### src/rtl/regfile_wr_arbiter.sv
// rtl/regfile_wr_arbiter.sv - round-robin writeback arbiter with zero-fill sweep for the 32x32 register file
// Optional feature macro: REGFILE_DROP_CNT_EN (enables the saturating address-0 drop counter)
module regfile_wr_arbiter #(
    parameter int NREQ = 3,
    parameter int AW   = 5,
    parameter int DW   = 32
) (
    input  logic                 clk,
    input  logic                 rst_n,
    input  logic                 hold,
    input  logic                 clr_req,
    input  logic [NREQ-1:0]      req_valid,
    input  logic [NREQ*AW-1:0]   req_addr,
    input  logic [NREQ*DW-1:0]   req_data,
    output logic [NREQ-1:0]      req_ready,
    output logic                 wr_en,
    output logic [AW-1:0]        wr_addr,
    output logic [DW-1:0]        wr_data,
    output logic [2:0]           grant_id,
    output logic                 busy,
    output logic [7:0]           drop_cnt
);

    typedef enum logic {
        ST_CLEAR = 1'b0,
        ST_ARB   = 1'b1
    } state_t;

    state_t          state;
    state_t          state_nxt;

    // One extra bit so the counter can record that address 2^AW-1 has been loaded.
    logic [AW:0]     clr_idx;
    logic            sweep_done;
    logic [2:0]      rr_ptr;

    logic            any_valid;
    logic [2:0]      pick;
    logic            grant_go;
    logic [AW-1:0]   sel_addr;
    logic [DW-1:0]   sel_data;
    logic            sel_is_zero;

    assign sweep_done  = clr_idx[AW];
    assign sel_is_zero = (sel_addr == '0);

    // Round-robin search: first valid requester at or above rr_ptr, else wrap to the lowest valid one.
    always_comb begin
        any_valid = 1'b0;
        pick      = 3'd0;
        for (int c = 0; c < NREQ; c++) begin
            if (!any_valid && req_valid[c] && (3'(c) >= rr_ptr)) begin
                any_valid = 1'b1;
                pick      = 3'(c);
            end
        end
        for (int c = 0; c < NREQ; c++) begin
            if (!any_valid && req_valid[c]) begin
                any_valid = 1'b1;
                pick      = 3'(c);
            end
        end
    end

    // Select the winning requester's address and data from the packed buses.
    always_comb begin
        sel_addr = '0;
        sel_data = '0;
        for (int c = 0; c < NREQ; c++) begin
            if (pick == 3'(c)) begin
                sel_addr = req_addr[c*AW +: AW];
                sel_data = req_data[c*DW +: DW];
            end
        end
    end

    // State register.
    always_ff @(posedge clk) begin
        if (!rst_n) begin
            state <= ST_CLEAR;
        end else begin
            state <= state_nxt;
        end
    end

    // Next state, grant decision and status; a sweep request in ARB suppresses any grant that cycle.
    always_comb begin
        state_nxt = state;
        busy      = 1'b0;
        grant_go  = 1'b0;
        case (state)
            ST_CLEAR: begin
                busy = 1'b1;
                if (sweep_done) begin
                    state_nxt = ST_ARB;
                end
            end
            ST_ARB: begin
                if (clr_req) begin
                    state_nxt = ST_CLEAR;
                end else if (!hold && any_valid) begin
                    grant_go = 1'b1;
                end
            end
            default: begin
                state_nxt = ST_CLEAR;
            end
        endcase
    end

    // One-hot ready for the selected requester.
    always_comb begin
        req_ready = '0;
        for (int c = 0; c < NREQ; c++) begin
            req_ready[c] = grant_go && (pick == 3'(c));
        end
    end

    // Registered write port: sweep writes in CLEAR, accepted requests in ARB; address-0 writes are swallowed.
    always_ff @(posedge clk) begin
        if (!rst_n) begin
            wr_en    <= 1'b0;
            wr_addr  <= '0;
            wr_data  <= '0;
            grant_id <= 3'd0;
            rr_ptr   <= 3'd0;
            clr_idx  <= '0;
        end else if (state == ST_CLEAR) begin
            if (!sweep_done) begin
                wr_en   <= 1'b1;
                wr_addr <= clr_idx[AW-1:0];
                wr_data <= '0;
                clr_idx <= clr_idx + 1'b1;
            end else begin
                wr_en   <= 1'b0;
            end
        end else if (clr_req) begin
            wr_en   <= 1'b0;
            clr_idx <= '0;
        end else if (grant_go) begin
            grant_id <= pick;
            rr_ptr   <= (pick == 3'(NREQ-1)) ? 3'd0 : pick + 3'd1;
            wr_en    <= !sel_is_zero;
            if (!sel_is_zero) begin
                wr_addr <= sel_addr;
                wr_data <= sel_data;
            end
        end else begin
            wr_en <= 1'b0;
        end
    end

`ifdef REGFILE_DROP_CNT_EN
    logic [7:0] drop_q;

    // Saturating count of accepted writes aimed at the hard-wired zero register.
    always_ff @(posedge clk) begin
        if (!rst_n) begin
            drop_q <= 8'd0;
        end else if (grant_go && sel_is_zero && (drop_q != 8'hFF)) begin
            drop_q <= drop_q + 8'd1;
        end
    end

    assign drop_cnt = drop_q;
`else
    assign drop_cnt = 8'd0;
`endif

endmodule
### config.mk
export PLATFORM = sky130hd
export DESIGN_NAME = regfile_wr_arbiter
export DESIGN_NICKNAME = d
export VERILOG_FILES = /design/src/rtl/regfile_wr_arbiter.sv
export SDC_FILE = /design/constraint.sdc
export NUM_CORES = 1
export LEC_CHECK = 0
export ABC_AREA = 1
export BUFFER_PORTS_ARGS = -buffer_cell sky130_fd_sc_hd__clkbuf_2
export CAP_MARGIN = 20
export CORE_MARGIN = 2
export CORE_UTILIZATION = 40
export DETAILED_ROUTE_END_ITERATION = 16
export PLACE_DENSITY = 0.72
export SLEW_MARGIN = 20
export SYNTH_ARGS = -nofsm -noshare
export SYNTH_HDL_FRONTEND = slang
export SYNTH_SLANG_ARGS = --single-unit
### constraint.sdc
create_clock -name clk -period 2.06 [get_ports clk]
set_input_delay 0.206 -clock clk [delete_from_list [all_inputs] [get_ports clk]]
set_output_delay 0.206 -clock clk [all_outputs]
set_load 0.05 [all_outputs]
==> results.md, run 1 <==
Routing:
- The average via count per standard cell is 4.94.
- The detailed router placed 4061 vias in this run.
- For this run, the detailed router's first-pass iteration total came to 4.
- In the final routed layout, each cell accounts on average for 12.9 um.
- The detail route stage leaves a number of antenna-violating nets equal to 0.
- The detailed router finished its first iteration with 185 violations.
- The final routed wirelength across all metal layers is 10.6 mm.
- For this run, design rule violations remaining after detail routing come to 0.

Clock network:
- Counting every sink on the clock net gives 50.
- After clock tree synthesis, the clock-pin slew on the worst setup and hold paths is 0.10 ns.
- The depth of the CTS H-tree is 2.
- The total of hold buffers inserted after clock tree synthesis is 0.
- The longest clock path from root to sink contains 2 buffers.
- Counting the buffers created by CTS gives 5.
- The clock latency reported for the late side of the worst-skew pair is 0.30 ns.
- The clock tree from TritonCTS is yes.
- The CTS root buffer is sky130_fd_sc_hd__clkbuf_8.

Power and ir drop:
- Dividing total power by cell area gives a power density of 405 nW/um^2.
- VDD sags by at most 0.203 mV.
- The overall power consumption is 1.97 mW.
- Summed over all cells, the static leakage comes to 2.57 nW.

Finish:
- The top cell types in the final layout, fill and taps aside, are 158 x sky130_fd_sc_hd__clkbuf_2, 127 x sky130_fd_sc_hd__nand2_1, 76 x sky130_fd_sc_hd__inv_1.
- The number of antenna cells inserted is 0.
- The final standard cell utilization of the core is 59.2%.
- The library cell used most frequently in the layout, excluding fill and tap cells, is sky130_fd_sc_hd__clkbuf_2.
- The area taken by flip-flops and latches is 1000 sq um.
- The total number of nets in the final design is 836.
- The area of the multi-input gates is 2040 sq um.
- The layout has 803 filler cells.
- The count of cells in the finished layout, fillers not included, comes to 822.
- Compared with the post-synthesis result, the final layout area differs by 44.2%.
- The ratio of cells with drive above 1 in the final layout is 38.1%.

Timing:
- The slew at the pin with the worst max-slew slack is 0.580 ns.
- The shortest clock period the worst path allows after layout is 2.09 ns.
- Timing would allow up to 479 MHz.
- Setup repair after global routing could not meet its margin everywhere.
- The clock skew after layout is 0.0113 ns.
- The count of endpoints failing hold in the final timing report is 0.
- The worst pin sits at a relative slew slack of 61.3%.
- The tightest hold path in the finished design has a slack of 0.270 ns.
- The slack of the critical path is -0.0272 ns.
- Setup violations remaining at the end of the flow were counted as 11.
- The number of max-slew violations in the final report was 0.
- The share of the clock period used by the worst path is 101%.

Global routing:
- The number of global-route vias before repair was 3610.
- The initial antenna violation count is 0.
- Entering global routing, the biggest net connects 46 pins.
- The first-pass GRT wire length is 15.5 mm.
- The total global routing track utilization is 21.1%.
- Global routing finished with a remaining overflow of 0.

Worst setup path:
- The critical path in this run is classified as reg2reg.
- The arrival time at the worst endpoint is 2.28 ns.
- The worst setup path is captured at a flop.
- The startpoint kind of the worst setup timing path is a flop.
- The largest fanout on the critical path is 9.
- STA puts the critical path data required time at 2.25 ns.

Die:
- The total core area is 8220 sq um.
- The site row count is 33.
- The vertical die dimension is 95.9 um.
- The floorplan die area is 9190 sq um.
- The die width is 95.9 um.
- The starting utilization of the core area is 41.1%.
- The top-level port count is 171.

Place:
- The final weighted congestion of routability-driven global placement is 0.967.
- The post-place setup slack is -0.0508 ns.
- The HPWL reported at the end of detailed placement is 7.46 mm.
- The count of port buffers added during placement is 161.
- The cell total after placement is 794.

Outcome:
- The run finished, with violations left.
- The checks that failed: negative setup slack.

Logic synthesis:
- The Yosys step of the flow raised 0 warnings.
- The most used flip-flop cell after synthesis is sky130_fd_sc_hd__dfxtp_1.
- Summing the sequential cell areas from Yosys gives 29.7% of the chip area.
- The number of different library cells used by synthesis comes to 30.
- The cell area that synthesis handed to floorplanning was 3370 sq um.
- In the synthesized netlist the async set-or-reset flop fraction comes to 0%.
- The mean instance size in the synthesized netlist is 6.10 sq um.
- The flop and latch count out of synthesis is 50.
- The number of flops mapped to enable cells by yosys is 0.
- The post-synthesis cell count is 553.

Flow run:
- The tool flagged a number of max-cap violations equal to 0.

Min path:
- The class of the tightest hold or removal check is in2reg.
-- registers in the layout, summed over array words and instances (netlist names) --
signal    count
clr_idx       6
grant_id      2
rr_ptr        3
state         1
wr_addr       5
wr_data      32
wr_en         1
-- synth_stat cells, types with 2 or more instances --
| master | count | area, sq um |
|---|---|---|
| sky130_fd_sc_hd__clkbuf_1 | 21 | 78.8 |
| sky130_fd_sc_hd__or2_0 | 2 | 12.5 |
| sky130_fd_sc_hd__or2_1 | 2 | 12.5 |
| sky130_fd_sc_hd__buf_4 | 9 | 67.6 |
| sky130_fd_sc_hd__buf_2 | 6 | 30.0 |
| sky130_fd_sc_hd__nor2_1 | 44 | 165 |
| sky130_fd_sc_hd__dfxtp_1 | 50 | 1000 |
| sky130_fd_sc_hd__a21oi_1 | 45 | 225 |
| sky130_fd_sc_hd__inv_2 | 3 | 11.3 |
| sky130_fd_sc_hd__buf_1 | 6 | 22.5 |
| sky130_fd_sc_hd__buf_6 | 7 | 78.8 |
| sky130_fd_sc_hd__inv_1 | 81 | 304 |
| sky130_fd_sc_hd__nand2_1 | 134 | 503 |
| sky130_fd_sc_hd__nand2_2 | 4 | 25.0 |
| sky130_fd_sc_hd__nand3_1 | 85 | 425 |
| sky130_fd_sc_hd__o21ai_0 | 8 | 40.0 |
| sky130_fd_sc_hd__nor3_1 | 2 | 10.0 |
| sky130_fd_sc_hd__o211ai_1 | 32 | 240 |
-- what timing repair did --
action	in CTS	in global routing
cloned	1	6
hold endpoints to repair	0	0
resized for setup	25	60
pin swaps	5	13
setup endpoints to repair	40	41
setup buffers	10	7
-- per-layer routing --
layer  wire [um]  GRT usage, %  up-vias
met2        5470          39.4      131
met4         163          6.55        0
met1        4350          24.5     1834
li1            -             -     2084
met5           0             0        -
met3         601          3.21       12
-- critical path, stage by stage, from the launching register on --
cell and delay [ns]:
sky130_fd_sc_hd__dfxtp_2 0.34, sky130_fd_sc_hd__inv_2 0.05, sky130_fd_sc_hd__nand2_2 0.06, sky130_fd_sc_hd__nand2_2 0.08, sky130_fd_sc_hd__nand2_4 0.07, sky130_fd_sc_hd__nand3_2 0.08
sky130_fd_sc_hd__nor2_2 0.04, sky130_fd_sc_hd__a211oi_2 0.22, sky130_fd_sc_hd__nand2_2 0.17, sky130_fd_sc_hd__buf_6 0.16, sky130_fd_sc_hd__o21bai_4 0.18, sky130_fd_sc_hd__buf_12 0.17
sky130_fd_sc_hd__clkbuf_16 0.16, sky130_fd_sc_hd__a21oi_1 0.14, sky130_fd_sc_hd__nor2_1 0.06
-- where the power goes --
group | switching, mW | internal (mW)
sequential | 0.00867 | 0.975
combinational | 0.261 | 0.183
clock | 0.314 | 0.229
-- cells by family after synthesis --
logic type               after synthesis  synth area share, %
other                                  1                0.111
AND/OR/NAND/NOR                      275                 34.7
flip-flops                            50                 29.7
AO/OA/AOI/OAI                         92                 17.4
adder cells (fa/ha/maj)                1                0.371
buffers and inverters                134                 17.7
-- through the flow --
step                      cell area, sq um  setup TNS (ns)
final                                 4870          -0.122
after global routing                  4870           -3.25
after CTS                             4480         -0.0539
after detailed placement              4230           -1.32
after global placement                4230               0
after floorplan                       3410               0
-- worst paths after layout --
| check | start | end | slack [ns] | cells after the start |
|---|---|---|---|---|
| worst max-delay path | rr_ptr[0] | wr_data[13] | -0.03 | 14 |
| worst min-delay path | req_data[67] | wr_data[3] | 0.27 | 5 |
| worst max register to register | rr_ptr[0] | wr_data[13] | -0.03 | 14 |
| worst min register to register | grant_id[1] | grant_id[1] | 0.47 | 2 |
-- layout make-up --
type | instances | share of cell area, %
clock buffers | 5 | 1.41
clock inverters | 2 | 0.206
inverters | 85 | 6.56
multi-input cells | 377 | 41.9
flip-flops and latches | 50 | 20.6
well taps | 105 | 2.70
repair buffers | 198 | 26.6
Note: power is estimated with default switching activity, not from simulation.
==> inputs of run 2 (changes only) <==
==> constraint.sdc (replaced) <==
create_clock -name clk -period 2.06 [get_ports clk]
set_input_delay 0.309 -clock clk [delete_from_list [all_inputs] [get_ports clk]]
set_output_delay 0.309 -clock clk [all_outputs]
set_load 0.05 [all_outputs]
==> run 2 against run 1 <==
Non-clock buffer count down 3. Setup slack worse by 0.085 ns. Utilization down 0.26 points. Count of clock-buffer cells in the layout up 1. Die area unchanged. Register-to-register slack worse by 0.09 ns. Critical endpoint is now wr_data[24]. Sequential power down 0.4%. The flow still finishes with violations (negative setup slack). Clock skew down 0.0038 ns. Critical path type unchanged.
==> results.md, run 2 (same netlist as run 1, synthesis figures left out) <==
Outcome:
- Status: complete, but fails checks (unchanged).
- Violated checks: negative setup slack (unchanged).

Global routing:
- The initial antenna violation count is 0 (unchanged).
- The number of global-route vias before repair was 3495 (was 3610).
- The total overflow reported by the global router is 0 (unchanged).
- The total global routing track utilization is 21.3% (was 21.1%).
- The first-pass GRT wire length is 15.5 mm (about the same).
- The largest net degree at the start of global routing is 62 (was 46).

Clock network:
- The CTS root buffer is sky130_fd_sc_hd__clkbuf_8 (unchanged).
- The clock tree from TritonCTS was yes (unchanged).
- The clock slew at the register clock pins of the worst setup and hold paths is 0.09 ns (was 0.10 ns).
- The clock net sink count came to 50 (unchanged).
- The clock latency reported for the late side of the worst-skew pair is 0.30 ns (about the same).
- The largest buffer count on any clock path is 2 (unchanged).
- The depth of the CTS H-tree is 2 (unchanged).
- The total clock buffers created by CTS is 5 (unchanged).

Routing:
- The average via count per standard cell is 4.97 (was 4.94).
- The final routed wirelength across all metal layers is 11.0 mm (was 10.6 mm).
- The post-detailed-route wirelength per cell came to 13.4 um (was 12.9 um).
- The number of DRC violations after detailed routing is 0 (unchanged).
- The number of detailed-routing iterations run before antenna repair came to 4 (unchanged).
- The number of nets with antenna violations after routing is 0 (unchanged).
- The first-iteration detailed-routing DRC count was 131 (was 185).
- The total via count after detailed routing was 4072 (was 4061).

Min path:
- The class of the tightest hold or removal check is in2reg (unchanged).
- The number of cells traversed by the worst hold path is 5 (unchanged).

Finish:
- The number of flip-flops in the largest register came to 32 (unchanged).
- The number of antenna cells inserted is 0 (unchanged).
- Most frequent cells in the layout: 158 x sky130_fd_sc_hd__clkbuf_2, 126 x sky130_fd_sc_hd__nand2_1, 76 x sky130_fd_sc_hd__inv_1 (was 158 x sky130_fd_sc_hd__clkbuf_2, 127 x sky130_fd_sc_hd__nand2_1, 76 x sky130_fd_sc_hd__inv_1).
- The synthesis-to-finish area growth is 43.6% (was 44.2%).
- Registers with the most flip-flops: wr_data x32, clr_idx x6, wr_addr x5 (unchanged).
- The final standard cell utilization of the core came to 59.0% (was 59.2%).
- The register with the most flip-flops is wr_data (unchanged).
- The most common library cell in the layout ignoring fill and taps is sky130_fd_sc_hd__clkbuf_2 (unchanged).
- The finished layout cell area was 4840 sq um (was 4870 sq um).
- The ratio of cells with drive above 1 in the final layout is 36.4% (was 38.1%).
- The total number of nets in the final design was 834 (was 836).
- The fill cell total of the finished layout is 787 (was 803).

Worst setup path:
- The number of cells on the worst reg-to-reg path is 16 (was 14).
- The largest fanout on the critical path is 7 (was 9).
- The arrival time at the worst endpoint was 2.37 ns (was 2.28 ns).
- The startpoint kind of the worst setup timing path is a flop (unchanged).
- The capturing element type of the critical path is a flop (unchanged).
- The required time of the worst setup path is 2.26 ns (was 2.25 ns).
- The kind of critical path is reg2reg (unchanged).

Power and ir drop:
- The peak ir drop on the vdd network is 0.283 mV (was 0.203 mV).
- The proportion of power drawn by combinational gates was 20.8% (was 22.5%).
- The switching share of power is 27.5% (was 29.6%).
- The internal power of the cells is 1.54 mW (was 1.39 mW).
- The proportion of power drawn by flip-flops and latches came to 46.1% (was 49.9%).
- The total leakage power came to 2.54 nW (was 2.57 nW).
- The reported net switching power is 585 uW (was 584 uW).
- The power density over the cells is 439 nW/um^2 (was 405 nW/um^2).
- The fraction of power consumed by the clock network is 33.0% (was 27.5%).

Die:
- The die width is 95.9 um (unchanged).
- The starting utilization of the core area is 41.1% (unchanged).
- The floorplan die area is 9190 sq um (unchanged).
- The site row count was 33 (unchanged).
- The vertical die dimension is 95.9 um (unchanged).
- The total core area came to 8220 sq um (unchanged).
- The top-level port count is 171 (unchanged).

Timing:
- The slack of the critical path came to -0.113 ns (was -0.0272 ns).
- The count of endpoints failing hold in the final timing report was 0 (unchanged).
- The number of max-slew violations in the final report is 0 (unchanged).
- The share of the clock period used by the worst path is 105% (was 101%).
- The final-layout worst hold slack was 0.367 ns (was 0.270 ns).
- The highest achievable clock rate is 460 MHz (was 479 MHz).
- RSZ-0062 raised after global routing: yes (unchanged).
- The total setup violations reported at the end of the flow is 39 (was 11).
- The shortest clock period the worst path allows after layout is 2.17 ns (was 2.09 ns).
- The clock skew after layout is 0.00757 ns (was 0.0113 ns).

Place:
- The cell area reported after detailed placement is 4210 sq um (was 4230 sq um).
- The count of port buffers added during placement is 161 (unchanged).
- The HPWL reported at the end of detailed placement came to 7.37 mm (was 7.46 mm).
- The final weighted congestion of routability-driven global placement is 0.920 (was 0.967).
- The post-place setup slack is -0.0745 ns (was -0.0508 ns).

Flow run:
- The max-cap check violation count came to 0 (unchanged).
run 2: cell count changes in the layout (fill, tap and decap cells not counted), sizes merged:
cell,before,now
clkinvlp,0,1
clkinv,3,1
clkbuf,168,167
bufinv,0,1
buf,35,34
run 2: metrics by stage:
step	std cells	setup TNS, ns	power (mW)
after global routing	820	-5.99	2.22
final	820	-2.77	2.12
after global placement	793	0	1.40
after detailed placement	793	-1.92	1.41
after CTS	808	-0.0282	2.13
after floorplan	561	0	1.26
run 2: path summary, 6_finish.rpt:
path	start	endpoint	slack [ns]
setup / recovery	rr_ptr[0]	wr_data[24]	-0.11
hold / removal	req_data[77]	wr_data[13]	0.37
setup reg to reg	rr_ptr[0]	wr_data[24]	-0.11
hold reg to reg	clr_idx[5]	clr_idx[5]	0.47
run 2: final cells by class:
type	count	area (sq um)	share of cell area (%)
Sequential cell	50	1010	20.8
Tap cell	105	131	2.71
Clock buffer	6	82.6	1.70
Multi-Input combinational cell	377	2040	42.1
Clock inverter	1	30.0	0.620
Timing Repair Buffer	195	1220	25.2
Timing Repair inverter	1	7.51	0.155
Inverter	85	322	6.64
run 2: per-layer routing:
metal / track usage (%) / vias to the layer above / share of wire [%]
li1: - / 2084 / -
met1: 25.7 / 1830 / 42
met2: 38.0 / 139 / 51
met3: 3.13 / 19 / 5.6
met4: 8.45 / 0 / 2.0
met5: 0 / - / 0
run 2: power by group through the flow:
stage	Clock, mW	Combinational (mW)	Sequential (mW)
floorplan	0	0.243	1.02
global placement	0	0.398	1.00
detailed placement	0	0.409	1.01
CTS	0.720	0.425	0.983
global route	0.752	0.487	0.982
finish	0.702	0.443	0.980
run 2: repair_timing:
item | CTS | global route
endpoints found under the hold margin | 0 | 0
setup buffers | 6 | 7
setup endpoints to repair | 40 | 41
hold buffers | 0 | 0
gates resized for setup | 26 | 50
pin swaps | 2 | 15
cloned | 2 | 5
run 2: critical path: stages, from the launching register on:
cell,delay (ns)
sky130_fd_sc_hd__dfxtp_4,0.39
sky130_fd_sc_hd__inv_2,0.04
sky130_fd_sc_hd__nand2_2,0.07
sky130_fd_sc_hd__nand2_2,0.07
sky130_fd_sc_hd__nand2_4,0.12
sky130_fd_sc_hd__nand2_4,0.06
sky130_fd_sc_hd__o31ai_4,0.08
sky130_fd_sc_hd__inv_2,0.09
sky130_fd_sc_hd__or2_1,0.25
sky130_fd_sc_hd__nand2_2,0.07
sky130_fd_sc_hd__nand3_2,0.09
sky130_fd_sc_hd__o21bai_4,0.20
sky130_fd_sc_hd__buf_6,0.17
sky130_fd_sc_hd__clkbuf_16,0.17
sky130_fd_sc_hd__nand3_1,0.06
sky130_fd_sc_hd__nand2_1,0.06
sky130_fd_sc_hd__nor2_1,0.05
==> inputs of run 3 (changes only) <==
- MAX_ROUTING_LAYER: default -> met4
- SLEW_MARGIN: 20 -> default
==> run 3 against run 2 <==
The flow still finishes with violations (negative setup slack). Clock skew shrank 0.0036 ns. Setup slack gained 0.0099 ns. Power fell by 5.5%. Worst hold slack got worse by 0.0094 ns. Count of clock-buffer cells in the layout down 1. Critical path depth did not move. Design area shrank 3.0%. Utilization fell by 1.8 points. Global-route usage rose by 0.61 points. Wire length decreased by 2.9%.
==> results.md, run 3 (same netlist as run 1, synthesis figures left out) <==
Place:
- The count of port buffers added during placement was 161 (unchanged).
- The cell area reported after detailed placement is 4220 sq um (was 4210 sq um).
- The final weighted congestion of routability-driven global placement is 0.879 (was 0.920).
- The HPWL reported at the end of detailed placement is 7.25 mm (was 7.37 mm).

Clock network:
- The depth of the CTS H-tree is 2 (unchanged).
- The clock latency reported for the late side of the worst-skew pair was 0.30 ns (about the same).
- The total clock buffers created by CTS was 5 (unchanged).
- The clock slew at the register clock pins of the worst setup and hold paths is 0.10 ns (was 0.09 ns).
- The CTS root buffer was sky130_fd_sc_hd__clkbuf_8 (unchanged).
- The clock net sink count is 50 (unchanged).
- The total of hold buffers inserted after clock tree synthesis was 0 (unchanged).
- The clock tree from TritonCTS is yes (unchanged).
- The largest buffer count on any clock path came to 2 (unchanged).

Min path:
- The class of the tightest hold or removal check is in2reg (unchanged).

Flow run:
- The max-cap check violation count is 0 (unchanged).

Routing:
- The final routed wirelength across all metal layers came to 10.7 mm (was 11.0 mm).
- The post-detailed-route wirelength per cell came to 13.1 um (was 13.4 um).
- The number of nets with antenna violations after routing came to 0 (unchanged).
- The number of detailed-routing iterations run before antenna repair is 4 (unchanged).
- The first-iteration detailed-routing DRC count is 225 (was 131).
- The average via count per standard cell came to 4.96 (was 4.97).
- The number of DRC violations after detailed routing is 0 (unchanged).
- The total via count after detailed routing is 4054 (was 4072).

Worst setup path:
- CP Cell Sequence: inv_2 > nand2_2 > nand2_2 > nand2_4 > nand2_4 > o31ai_4 > inv_2 > or2_0 > nand2_1 > nand3_2 > o21bai_4 > buf_12 > clkbuf_16 > nand3_2 > nand2_1 > nor2_1 (was inv_2 > nand2_2 > nand2_2 > nand2_4 > nand2_4 > o31ai_4 > inv_2 > or2_1 > nand2_2 > nand3_2 > o21bai_4 > buf_6 > clkbuf_16 > nand3_1 > nand2_1 > nor2_1).
- The required time of the worst setup path is 2.27 ns (was 2.26 ns).
- The arrival time at the worst endpoint is 2.37 ns (about the same).
- The maximum cell stage delay along the critical path was 0.39 ns (about the same).
- The number of cells on the worst reg-to-reg path is 16 (unchanged).
- The kind of critical path was reg2reg (unchanged).
- The capturing element type of the critical path is a flop (unchanged).
- The launch point of the worst path is rr_ptr[0] (unchanged).
- The worst flop-to-flop path startpoint was rr_ptr[0] (unchanged).
- The largest fanout on the critical path is 7 (unchanged).
- The startpoint kind of the worst setup timing path is a flop (unchanged).
- The critical path endpoint is wr_data[4] (was wr_data[24]).
- The register-to-register path setup slack was -0.10 ns (was -0.11 ns).
- The standard cell with the maximum stage delay on the critical path is sky130_fd_sc_hd__dfxtp_4 (unchanged).
- The capture instance of the worst register-to-register path is wr_data[4] (was wr_data[24]).

Global routing:
- The initial antenna violation count is 0 (unchanged).
- The number of global-route vias before repair is 3372 (was 3495).
- The largest net degree at the start of global routing came to 62 (unchanged).
- The first-pass GRT wire length is 15.5 mm (about the same).
- The total overflow reported by the global router came to 0 (unchanged).
- The total global routing track utilization is 21.9% (was 21.3%).

Timing:
- The count of endpoints failing hold in the final timing report is 0 (unchanged).
- The clock skew after layout is 0.00400 ns (was 0.00757 ns).
- The share of the clock period used by the worst path is 105% (about the same).
- The slack of the critical path is -0.103 ns (was -0.113 ns).
- The highest achievable clock rate is 462 MHz (was 460 MHz).
- The shortest clock period the worst path allows after layout is 2.16 ns (was 2.17 ns).
- The total setup violations reported at the end of the flow is 40 (was 39).
- RSZ-0062 raised after global routing: yes (unchanged).
- The number of max-slew violations in the final report is 0 (unchanged).

Finish:
- The register with the most flip-flops is wr_data (unchanged).
- The synthesis-to-finish area growth is 39.3% (was 43.6%).
- Registers with the most flip-flops: wr_data x32, clr_idx x6, wr_addr x5 (unchanged).
- The fill cell total of the finished layout was 809 (was 787).
- The finished layout cell area is 4700 sq um (was 4840 sq um).
- The total number of nets in the final design is 830 (was 834).
- The number of flip-flops in the largest register is 32 (unchanged).
- The number of antenna cells inserted is 0 (unchanged).
- The most common library cell in the layout ignoring fill and taps is sky130_fd_sc_hd__clkbuf_2 (unchanged).
- Most frequent cells in the layout: 158 x sky130_fd_sc_hd__clkbuf_2, 129 x sky130_fd_sc_hd__nand2_1, 78 x sky130_fd_sc_hd__nand3_1 (was 158 x sky130_fd_sc_hd__clkbuf_2, 126 x sky130_fd_sc_hd__nand2_1, 76 x sky130_fd_sc_hd__inv_1).
- The ratio of cells with drive above 1 in the final layout was 33.6% (was 36.4%).

Die:
- The site row count was 33 (unchanged).
- The total core area was 8220 sq um (unchanged).
- The die width was 95.9 um (unchanged).
- The starting utilization of the core area is 41.1% (unchanged).
- The top-level port count is 171 (unchanged).
- The floorplan die area is 9190 sq um (unchanged).
- The vertical die dimension is 95.9 um (unchanged).

Power and ir drop:
- The peak ir drop on the vdd network came to 0.233 mV (was 0.283 mV).
- The internal power of the cells came to 1.39 mW (was 1.54 mW).
- The power density over the cells is 427 nW/um^2 (was 439 nW/um^2).
- The overall power consumption is 2.01 mW (was 2.12 mW).
- The total leakage power was 2.50 nW (was 2.54 nW).
- The proportion of power drawn by flip-flops and latches is 48.8% (was 46.1%).
- The fraction of power consumed by the clock network is 29.4% (was 33.0%).
- The reported net switching power came to 617 uW (was 585 uW).
- The switching share of power is 30.8% (was 27.5%).
- The proportion of power drawn by combinational gates is 21.8% (was 20.8%).

Outcome:
- Violated checks: negative setup slack (unchanged).
- Status: complete, but fails checks (unchanged).
==> run 3: worst min path at each step <==
stage	start	to	slack, ns	cells past startpoint
global placement	rr_ptr[2]	rr_ptr[2]	0.45	2
floorplan	rr_ptr[2]	rr_ptr[2]	0.44	2
finish	req_data[74]	wr_data[10]	0.36	5
CTS	req_data[74]	wr_data[10]	0.35	5
global route	req_data[77]	wr_data[13]	0.38	5
detailed placement	rr_ptr[2]	rr_ptr[2]	0.46	2
==> run 3: what timing repair did <==
action,CTS,global route
endpoints found under the hold margin,0,0
pin swaps,3,2
setup buffers,6,4
gates resized for setup,32,21
cloned,1,5
setup endpoints to repair,40,41
==> run 3: stage by stage <==
step                      hold WS [ns]  utilization (%)  worst slack (ns)  setup TNS [ns]  std cells
after floorplan                  0.439                -           0.00239               0        561
after global placement           0.448             51.4            0.0184               0        795
after detailed placement         0.456             51.4           -0.0682           -1.31        795
after CTS                        0.351             54.8          0.000635               0        810
after global routing             0.381             57.2            -0.231           -8.18        817
final                            0.358             57.2            -0.103           -3.10        817
==> run 3: area by class of cell <==
| type | count | area, sq um | share of cell area (%) |
|---|---|---|---|
| Clock buffer | 5 | 68.8 | 1.46 |
| Sequential cell | 50 | 1010 | 21.5 |
| Inverter | 85 | 319 | 6.79 |
| Timing Repair Buffer | 192 | 1220 | 25.9 |
| Multi-Input combinational cell | 377 | 1930 | 41.1 |
| Clock inverter | 3 | 21.3 | 0.452 |
| Tap cell | 105 | 131 | 2.79 |
==> run 3: metal layers <==
layer	GRT usage, %	part of all wire [%]	up-vias
met5	-	0	-
met4	7.50	2.4	0
met3	3.29	6.4	27
met2	36.1	50	148
met1	27.6	41	1805
li1	-	-	2074
==> run 3: power by group through the flow <==
| stage | Sequential (mW) | Clock [mW] | Combinational [mW] |
|---|---|---|---|
| floorplan | 1.02 | 0 | 0.243 |
| global placement | 1.00 | 0 | 0.399 |
| detailed placement | 1.01 | 0 | 0.407 |
| CTS | 0.982 | 0.606 | 0.425 |
| global route | 0.982 | 0.637 | 0.483 |
| finish | 0.980 | 0.589 | 0.438 |
==> run 3: worst max-delay path: cells and delay by family (launching register included) <==
kind	cells	cell delay [ns]
DFF	1	0.39
AOI/OAI and AO/OA	2	0.28
buffers and inverters	4	0.47
and+or+nand+nor	10	0.93
